[config.mk]
export PLATFORM = sky130hd
export DESIGN_NAME = fetch_stage
export DESIGN_NICKNAME = d
export VERILOG_FILES = /design/src/rtl/riscv_pkg.sv /design/src/rtl/fetch_stage_if_id_reg.sv /design/src/rtl/fetch_stage.sv
export SDC_FILE = /design/constraint.sdc
export NUM_CORES = 1
export LEC_CHECK = 0
export ABC_CLOCK_PERIOD_IN_PS = 4950
export CORE_AREA = 5 5 116 118
export DETAILED_ROUTE_END_ITERATION = 10
export DIE_AREA = 0 0 121 123
export HOLD_SLACK_MARGIN = 0.08
export PLACE_DENSITY = 0.84
export SETUP_SLACK_MARGIN = 0.05
export SLEW_MARGIN = 20
export SYNTH_ARGS = -nofsm -noshare
export SYNTH_HDL_FRONTEND = slang
export SYNTH_HIERARCHICAL = 1
export SYNTH_SLANG_ARGS = --single-unit
[constraint.sdc]
create_clock -name clk -period 4.95 [get_ports clk]
set_input_delay 0.99 -clock clk [delete_from_list [all_inputs] [get_ports clk]]
set_output_delay 0.99 -clock clk [all_outputs]
set_load 0.005 [all_outputs]
[src/rtl/riscv_pkg.sv]
//------------------------------------------------------------------------------
// Module      : riscv_pkg
// Description : Shared RV32 constants for the pipeline stages.
// Revision    : 1.0 - initial release
//------------------------------------------------------------------------------
`default_nettype none

package riscv_pkg;

   localparam int          XLEN      = 32;
   localparam logic [31:0] NOP_INSTR = 32'h0000_0013;
   localparam logic [31:0] RESET_PC  = 32'h0000_0000;

endpackage : riscv_pkg

`default_nettype wire

[src/rtl/fetch_stage_if_id_reg.sv]
//------------------------------------------------------------------------------
// Module      : if_id_reg
// Description : IF/ID pipeline register with flush > stall > load priority.
// Revision    : 1.0 - initial release
//------------------------------------------------------------------------------
`default_nettype none

module if_id_reg
   import riscv_pkg::*;
#(
   parameter int                   ADDRESS_WIDTH = 32,
   parameter int                   DATA_WIDTH    = 32,
   parameter logic [DATA_WIDTH-1:0] NOP          = riscv_pkg::NOP_INSTR
) (
   input  logic                     clk,
   input  logic                     rst_n,
   input  logic                     flush_i,
   input  logic                     stall_i,
   input  logic [DATA_WIDTH-1:0]    instr_i,
   input  logic [ADDRESS_WIDTH-1:0] pc_i,
   output logic [DATA_WIDTH-1:0]    instr_o,
   output logic [ADDRESS_WIDTH-1:0] pc_o,
   output logic [ADDRESS_WIDTH-1:0] pc_plus4_o,
   output logic                     valid_o,
   output logic                     misaligned_o
);

   logic [DATA_WIDTH-1:0]    instr_q;
   logic [ADDRESS_WIDTH-1:0] pc_q;
   logic [ADDRESS_WIDTH-1:0] pc_plus4_q;
   logic                     valid_q;
   logic                     misaligned_q;

   always_ff @(posedge clk) begin
      if (!rst_n || flush_i) begin
         instr_q      <= NOP;
         pc_q         <= '0;
         pc_plus4_q   <= '0;
         valid_q      <= 1'b0;
         misaligned_q <= 1'b0;
      end else if (!stall_i) begin
         instr_q      <= instr_i;
         pc_q         <= pc_i;
         pc_plus4_q   <= pc_i + ADDRESS_WIDTH'(4);
         valid_q      <= 1'b1;
         misaligned_q <= (pc_i[1:0] != 2'b00);
      end
   end

   assign instr_o      = instr_q;
   assign pc_o         = pc_q;
   assign pc_plus4_o   = pc_plus4_q;
   assign valid_o      = valid_q;
   assign misaligned_o = misaligned_q;

endmodule : if_id_reg

`default_nettype wire

[src/rtl/fetch_stage.sv]
//------------------------------------------------------------------------------
// Module      : fetch_stage
// Description : Program counter, imem address drive and IF/ID capture.
// Revision    : 1.0 - initial release
//------------------------------------------------------------------------------
`default_nettype none

module fetch_stage
   import riscv_pkg::*;
#(
   parameter int                      ADDRESS_WIDTH = 32,
   parameter int                      DATA_WIDTH    = 32,
   parameter logic [ADDRESS_WIDTH-1:0] RESET_PC     = riscv_pkg::RESET_PC,
   parameter logic [DATA_WIDTH-1:0]    NOP_INSTR    = riscv_pkg::NOP_INSTR
) (
   input  logic                     clk,
   input  logic                     rst_n,
   output logic [ADDRESS_WIDTH-1:0] imem_addr_o,
   input  logic [DATA_WIDTH-1:0]    imem_instr_i,
   input  logic                     stall_f_i,
   input  logic                     flush_d_i,
   input  logic                     pc_src_e_i,
   input  logic [ADDRESS_WIDTH-1:0] pc_target_e_i,
   output logic [DATA_WIDTH-1:0]    instr_d_o,
   output logic [ADDRESS_WIDTH-1:0] pc_d_o,
   output logic [ADDRESS_WIDTH-1:0] pc_plus4_d_o,
   output logic                     valid_d_o,
   output logic                     misaligned_d_o
);

   logic [ADDRESS_WIDTH-1:0] pc_q;
   logic [ADDRESS_WIDTH-1:0] pc_d;

   // Redirect beats stall; the squashed younger fetch is cleared by flush.
   always_comb begin
      pc_d = pc_q + ADDRESS_WIDTH'(4);
      if (pc_src_e_i) begin
         pc_d = pc_target_e_i;
      end else if (stall_f_i) begin
         pc_d = pc_q;
      end
   end

   always_ff @(posedge clk) begin
      if (!rst_n) begin
         pc_q <= RESET_PC;
      end else begin
         pc_q <= pc_d;
      end
   end

   assign imem_addr_o = pc_q;

   if_id_reg #(
      .ADDRESS_WIDTH (ADDRESS_WIDTH),
      .DATA_WIDTH    (DATA_WIDTH),
      .NOP           (NOP_INSTR)
   ) u_if_id_reg (
      .clk          (clk),
      .rst_n        (rst_n),
      .flush_i      (flush_d_i),
      .stall_i      (stall_f_i),
      .instr_i      (imem_instr_i),
      .pc_i         (pc_q),
      .instr_o      (instr_d_o),
      .pc_o         (pc_d_o),
      .pc_plus4_o   (pc_plus4_d_o),
      .valid_o      (valid_d_o),
      .misaligned_o (misaligned_d_o)
   );

endmodule : fetch_stage

`default_nettype wire
# == Word-level counts from Yosys, hierarchy flattened ==
# Index checks and enable logic that the tools add are counted.
# word_totals
inputBits,69
elab_cells,13
output_inout_bits,130
register_bits,130
# op_classes
add_sub_neg,1
n_eq_ne,1
n_reduce_logical,3
mux,2
# op_table
op,count
2-to-1 mux 32 bit,2
adder 32 x 3 -> 32 bit (second input constant),1
inequality test 2 x 1 -> 1 bit (second input constant),1
nonzero test 2 bit,1
logical NOT 1 bit,1
logical OR 1 bit,1

# == Longest topological paths before layout ==
# Gate-level depths: netlist (run 1).
# logic_depth
ltp_word,3
depth_mapped,7
depth_no_buf,6

# == Cells and area by module ==
# Netlist (run 1), hierarchy kept.
# by_module_without_submodules
mod,area_each_um2,seq_area_each_um2,cells_per_inst,instances
if_id_reg,3898.7,1921.8,408,1
fetch_stage,1960.6,640.6,232,1

# == Worst setup path before layout (run 1) ==
# Ideal clock, no wire load.
# synth_path
path_type,input -> register
startpoint,in stall_f_i
endpoint,reg pc_q[28] (netlist: imem_addr_o[28])
path_slack_ps,2824
t_arrival_ps,2052
cell_stages,3
cell_sequence,or4b_1 or4_1 a31oi_1
# synth_between
elab_chain_cells,1
# synth_rtl
element,line,text
from (decl),fetch_stage.sv:20,"input logic stall_f_i,"
inequality test 2 x 1 -> 1 bit (no line),n/a,
to (signal assigned),fetch_stage.sv:48,pc_q <= pc_d;
to (decl),fetch_stage.sv:31,logic [ADDRESS_WIDTH-1:0] pc_q;
# No other way between the ends.
# A chain may end at the register's enable or synchronous reset.

# == Worst setup path in the final report (run 1) ==
# layout_path
startpoint,in rst_n
endpoint,reg u_if_id_reg.pc_plus4_q[5] (netlist: u_if_id_reg/pc_plus4_o[5])
# layout_between
elab_chain_cells,2
# layout_rtl
element,line,text
from (decl),fetch_stage.sv:17,"input logic rst_n,"
logical NOT 1 bit,fetch_stage_if_id_reg.sv:35,if (!rst_n || flush_i) begin
logical OR 1 bit,fetch_stage_if_id_reg.sv:35,
to (signal assigned),fetch_stage_if_id_reg.sv:44,pc_plus4_q <= pc_i + ADDRESS_WIDTH'(4);
to (decl),fetch_stage_if_id_reg.sv:30,logic [ADDRESS_WIDTH-1:0] pc_plus4_q;
# No other way between the ends.

==> summary.md, run 1 <==
| Metric | Value |
|---|---|
| Diodes inserted | 0 |
| Yosys reg bits | 128 |
| Initial antenna violation count | 0 |
| Worst Hold Class | flop to flop |
| Final worst path period share | between 50 and 60% |
| Inst Count DP | between 900 and 1000 |
| CP peak stage delay | about 0.75 ns |
| Synth Area per Inst | ~9.2 um^2 |
| Gate count after technology mapping | 640 |
| Tightest Pin Transition | 0.8758 ns |
| WHS | between 0.4 and 0.5 ns |
| Commonest non-fill, non-tap cell in the layout | clkdlybuf4s50_1 |
| Logic pwr share | ~11% |
| Core footprint | ~0.012 mm^2 |
| Switching share of power | between 20 and 25% |
| GRT Overall Usage | approximately a quarter |
| Vias per inst | roughly 5.6 |
| WHS Endpoint | u_if_id_reg/valid_o |
| Asr flop ratio synth | 0% |
| Period minus WS final | roughly 2.8 ns |
| H-tree levels | 4 |
| Grt ovf | 0 |
| MaxCap Viol Count | 0 |
| Sequential Power Share | around 42% |
| I/O Buffers | 198 |
| Ys flop type | dfxtp_1 |
| R2R Path End | imem_addr_o[18] |
| CTS tree | yes |
| Critical path capture point type | flop |
| Vias | 5597 |
| CTS root buf | clkbuf_16 |
| Post-CTS Resized | 0 |
| Psw | 680.8 uW |
| Final setup TNS | 0 ns |
| Startpoint types | input pin |
| Drt first pass iters | 5 |
| First-pass GRT wire length | between 20 and 30 mm |
| FP Rows | 41 |
| Critical path peak fanout | 38 |
| Area of the multi-input gates | 0.003063 mm^2 |
| Dpl hpwl | between 10 and 15 mm |
| Post-route ant nets | 0 |
| Reg2reg path depth | 5 |
| Commonest non-fill, non-tap cells in the layout | clkdlybuf4s50_1 (197), dfxtp_1 (128), nor2_1 (82), mux2i_1 (68), o21ai_0 (47) |
| Area growth syn-to-layout | 44.82% |
| Clock sink count | between 100 and 150 |
| Status | completed |
| Synth cell types | 56 |
| Pwr per Cell Area | roughly 320 mW/mm^2 |
| DR WL/cell | ~18 um |
| I/O pins | about 200 |
| Reg2reg start | imem_addr_o[2] |
| Clock latency on the worst-skew pair | between 0.4 and 0.5 ns |
| Reg2Reg Setup Slack | ~2.5 ns |
| Setup Skew | 0.006794 ns |
| Clk buf depth | 2 |
| RSZ-0062 raised after global routing | false |
| Routability Congestion | between 0.8 and 0.9 |
| Placed inst area | 0.007873 mm^2 |
| Vias in the first global route | 5624 |
| Worst-path clk slew | roughly 0.06 ns |
| WP data arrival | ~3.1 ns |
| Critical-path top delay cell | clkdlybuf4s50_1 |
| Max-slew headroom | 41.61% |
| # fillers | 953 |
| CP Cell Sequence | clkdlybuf4s50_1, nand2b_2, buf_4, nor2_1 |
| Internal power | about 2100 uW |
| Final Hold Viols | 0 |
| Largest net degree at the start of global routing | 64 |
| Number of synthesized flops with an enable pin | 0 |
| Total Wirelength | around 18 mm |
| Post-CTS setup buffers | 0 |
| Register area share after synthesis | between 40% and 50% |
| Min-Delay Path Depth | 2 |
| Final nets | just under 900 |
| Fin area | about 0.0085 mm^2 |
| Register Area | around 0.0026 mm^2 |
| DRC viols | 0 |
| Die Y | 123 um |
| Synth Net Count | about 710 |
| Ratio of cells with drive above 1 in the final layout | a little under 7% |
| Starting Density | 47.39% |
| CTS Hold Bufs | 0 |
| Clock power frac | a little under half |
| Finished Layout Cells | 1005 |
| Fmax | ~350 MHz |
| Die area | approximately 0.015 mm^2 |
| Synthesized cell area | 0.005859 mm^2 |
| Final core utilization | approximately two thirds |
| DRT iter0 DRCs | 442 |
| Synth warn | 6 |
| Die W | 121 um |
| LEAKAGE | 0.003169 uW |
| Hold path startpoint | u_if_id_reg/valid_o |
| Max rail drop VDD | between 150 and 200 uV |
| # setup viols final | 0 |
| Critical Path RT | 5.23 ns |
| Slew Viols, Final | 0 |
| WS Path Type | input pin to flop |
| Cts bufs inserted | 17 |
[cells by family (layout without fill, tap and decap cells)]
logic type,count (synthesis),count (layout),synth area share [%]
multiplexers,68,68,11.62
AO/OA/AOI/OAI,116,116,11.79
XOR/XNOR,37,37,5.531
buffers and inverters,46,239,4.036
adder cells (fa/ha/maj),2,2,0.4270
AND/OR/NAND/NOR,243,243,22.87
flip-flops,128,128,43.73
[flip-flops by register name, indices dropped and copies added, names as in the netlist]
signal                    cells
u_if_id_reg/pc_plus4_o       30
u_if_id_reg/valid_o           1
u_if_id_reg/instr_o          32
u_if_id_reg/misaligned_o      1
u_if_id_reg/pc_o             32
imem_addr_o                  32
[stage by stage]
stage          setup WS [ns]  total power, uW
2_1_floorplan          2.824             1283
3_3_place_gp           1.768             1457
3_5_place_dp           1.726             1468
4_1_cts                2.141             2748
5_1_grt                1.867             2833
6_report               2.118             2733
[metal layers]
| layer | global-route usage, % | vias to the layer above | part of all wire [%] |
|---|---|---|---|
| met1 | 28.28 | 2644 | 40 |
| met5 | 0 | - | 0 |
| met2 | 42.48 | 252 | 51 |
| li1 | - | 2665 | - |
| met4 | 8.853 | 0 | 2.2 |
| met3 | 5.215 | 36 | 7.7 |
[cell type report]
cell class	count	share of cell area, %
clock buffer	18	5.058
clock inverter	14	2.167
inverter	4	0.1769
multi-input combinational	466	36.10
sequential	128	30.20
tap	172	2.536
timing repair buffer	203	23.77
[synthesized netlist by cell type, drive strengths merged (9+ instances only)]
cell | number | area share [%]
and4 | 10 | 1.5
o21ai | 47 | 4.0
nand3 | 16 | 1.5
buf | 17 | 2.0
nand4 | 29 | 3.8
nand2 | 42 | 3.0
nor2 | 82 | 5.3
xnor2 | 17 | 2.5
mux2i | 68 | 12
nor3 | 9 | 0.77
dfxtp | 128 | 44
clkbuf | 25 | 1.8
a21oi | 35 | 3.0
xor2 | 20 | 3.0
[worst max path at each step]
stage | start | end | cells after the start
2_1_floorplan | stall_f_i | imem_addr_o[28] | 3
3_5_place_dp | rst_n | u_if_id_reg/instr_o[15] | 4
3_3_place_gp | rst_n | imem_addr_o[25] | 6
5_1_grt | rst_n | imem_addr_o[25] | 6
4_1_cts | rst_n | u_if_id_reg/instr_o[15] | 4
6_report | rst_n | u_if_id_reg/pc_plus4_o[5] | 4
[power groups by stage]
stage / combinational, uW / clock (uW) / sequential, uW
floorplan: 137 / 0 / 1150
global placement: 291 / 0 / 1170
detailed placement: 300 / 0 / 1170
CTS: 302 / 1300 / 1150
global route: 324 / 1350 / 1160
finish: 300 / 1280 / 1150
[worst max-delay path, delay by kind of cell]
| family | cells | cell delay (ns) |
|---|---|---|
| buffers and inverters | 2 | 1.23 |
| AND/OR/NAND/NOR | 2 | 0.86 |
Power figures use the tool's default switching activity.
==> run 2: changes to the inputs <==
--- a/config.mk
+++ b/config.mk
@@ -5,12 +5,12 @@
 export SDC_FILE = /design/constraint.sdc
 export NUM_CORES = 1
 export LEC_CHECK = 0
-export ABC_CLOCK_PERIOD_IN_PS = 4950
-export CORE_AREA = 5 5 116 118
+export ABC_CLOCK_PERIOD_IN_PS = 2630
+export CORE_AREA = 5 5 119 121
 export DETAILED_ROUTE_END_ITERATION = 10
-export DIE_AREA = 0 0 121 123
+export DIE_AREA = 0 0 124 126
 export HOLD_SLACK_MARGIN = 0.08
-export PLACE_DENSITY = 0.84
+export PLACE_DENSITY = 0.8
 export SETUP_SLACK_MARGIN = 0.05
 export SLEW_MARGIN = 20
 export SYNTH_ARGS = -nofsm -noshare
==> constraint.sdc (replaced) <==
create_clock -name clk -period 2.63 [get_ports clk]
set_input_delay 0.526 -clock clk [delete_from_list [all_inputs] [get_ports clk]]
set_output_delay 0.526 -clock clk [all_outputs]
set_load 0.005 [all_outputs]
==> run 2 against run 1 <==
- final cell count increased by 1.7%
- hold slack got worse by 0.0071 ns
- sequential cell count unchanged
- non-clock buffer count increased by 15
- clock-buffer cell count increased by 4
- critical path depth decreased by 2
- first-iteration DRC count increased by 24%
- total power increased by 81%
- design area increased by 0.72%
- sequential share of layout area decreased by 0.22 points
- setup slack got worse by 1.7 ns
- wire length increased by 1.3%
- largest cell class unchanged
==> summary.md, run 2 (synthesized netlist as in run 1, its figures left out) <==
| Metric | Value |
|---|---|
| Die Y | roughly 130 um |
| Critical path peak fanout | 10 |
| Post-CTS setup buffers | 0 |
| I/O pins | just under 200 |
| Pwr per Cell Area | 579.6 mW/mm^2 |
| Total power | 4954 uW |
| LEAKAGE | around 0.0032 uW |
| Final nets | approximately 910 |
| Vias in the first global route | ~5600 |
| Worst Hold Class | flop to flop |
| GRT Overall Usage | about a quarter |
| Startpoint types | flop |
| WP data arrival | 1.73 ns |
| CTS root buf | clkbuf_16 |
| Clock latency on the worst-skew pair | between 0.4 and 0.5 ns |
| Reg2reg start | imem_addr_o[7] |
| Final Hold Viols | 0 |
| Initial antenna violation count | 0 |
| Max-slew headroom | 51.53% |
| Critical path capture point type | primary output |
| Dpl hpwl | between 10 and 15 mm |
| Final worst path period share | a little under nine tenths |
| Setup WS post-layout | roughly 0.37 ns |
| Tightest Pin Transition | between 0.7 and 0.8 ns |
| Fmax | roughly 440 MHz |
| Critical-path top delay cell | dfxtp_1 |
| WS Path Type | flop to primary output |
| Ratio of cells with drive above 1 in the final layout | between 7 and 8% |
| Clk buf depth | 2 |
| Vias | about 5600 |
| # setup viols final | 0 |
| DR WL/cell | approximately 18 um |
| Status | completed |
| MaxCap Viol Count | 0 |
| DRC viols | 0 |
| WHS | between 0.4 and 0.5 ns |
| CP Cell Sequence | buf_4, clkdlybuf4s50_1 |
| Slew Viols, Final | 0 |
| DP Worst Slack | about 0.54 ns |
| Die area | around 0.016 mm^2 |
| Routability Congestion | 0.9003 |
| Area growth syn-to-layout | 45.87% |
| Commonest non-fill, non-tap cells in the layout | clkdlybuf4s50_1 (197), dfxtp_1 (128), nor2_1 (82), mux2i_1 (68), o21ai_0 (47) |
| Post-route ant nets | 0 |
| Cts bufs inserted | 17 |
| Largest net degree at the start of global routing | just under 60 |
| First-pass GRT wire length | around 29 mm |
| Setup crit start | imem_addr_o[8] |
| Hold path startpoint | u_if_id_reg/valid_o |
| Total Wirelength | between 15 and 20 mm |
| Clock sink count | between 100 and 150 |
| Critical Path RT | around 2.1 ns |
| Inst Count DP | roughly 1000 |
| Finished Layout Cells | ~1000 |
| Starting Density | between 40 and 50% |
| Worst-path clk slew | 0.05 ns |
| Grt ovf | 0 |
| CP peak stage delay | 0.57 ns |
| FP Rows | 42 |
| Vias per inst | roughly 5.5 |
| Setup Skew | around 0.0055 ns |
| DRT iter0 DRCs | about 550 |
| Drt first pass iters | 6 |
| Final setup TNS | 0 ns |
| Period minus WS final | 2.259 ns |
| Die W | ~120 um |
| I/O Buffers | between 150 and 200 |
| CTS tree | yes |
| Core footprint | around 0.013 mm^2 |
| Max rail drop VDD | 426.4 uV |
| Commonest non-fill, non-tap cell in the layout | clkdlybuf4s50_1 |
| Diodes inserted | 0 |
| RSZ-0062 raised after global routing | false |
| H-tree levels | 4 |
| Post-CTS Resized | 0 |
| CTS Hold Bufs | 0 |
==> run 2: changes by cell type in the layout (fill, tap and decap cells not counted), moves of 2 or more <==
cell,change
buf_4,+14
clkinv_2,+6
clkinv_4,-4
inv_6,-2
inv_1,+2
inv_2,-2
clkbuf_1,+3
clkinvlp_4,-4
==> run 2: area by class of cell <==
| cell class | instances | area (um^2) |
|---|---|---|
| clock buffers | 22 | 454.2 |
| clock inverters | 8 | 90.09 |
| fillers | 1091 | 4433 |
| inverters | 4 | 15.01 |
| multi-input cells | 466 | 3063 |
| flip-flops and latches | 128 | 2562 |
| well taps | 176 | 220.2 |
| repair buffers | 218 | 2142 |
==> run 2: worst max-delay path: cells and delay by family, from the launching register on <==
family / cells / cell delay [ns]
flops: 1 / 0.57
buf+inv: 2 / 0.74
==> run 2: per-layer routing <==
metal | track usage, % | wire length (um)
met1 | 30.29 | 7557
met2 | 37.83 | 8965
met3 | 6.592 | 1533
met4 | 7.152 | 311
met5 | 0 | 0
==> run 2: report_power, final <==
group | internal (uW) | switching (uW) | total [uW] | leakage [uW]
Combinational | 355 | 255 | 610 | 0.00192
Clock | 1400 | 806 | 2200 | 0.000273
Sequential | 2020 | 122 | 2140 | 0.00105
==> run 2: worst paths after layout <==
path,endpoint,slack (ns),cells past startpoint
hold / removal,u_if_id_reg/valid_o,0.45,2
setup / recovery,imem_addr_o[8],0.37,2
hold reg to reg,u_if_id_reg/valid_o,0.45,2
setup reg to reg,imem_addr_o[22],0.51,4
==> run 2: stage by stage <==
| stage | instance area (um^2) | util (%) |
|---|---|---|
| finish | 8547 | 65.85 |
| global route | 8547 | 65.85 |
| CTS | 8547 | 65.85 |
| detailed placement | 8003 | 61.65 |
| global placement | 8003 | 61.65 |
| floorplan | 5859 | - |
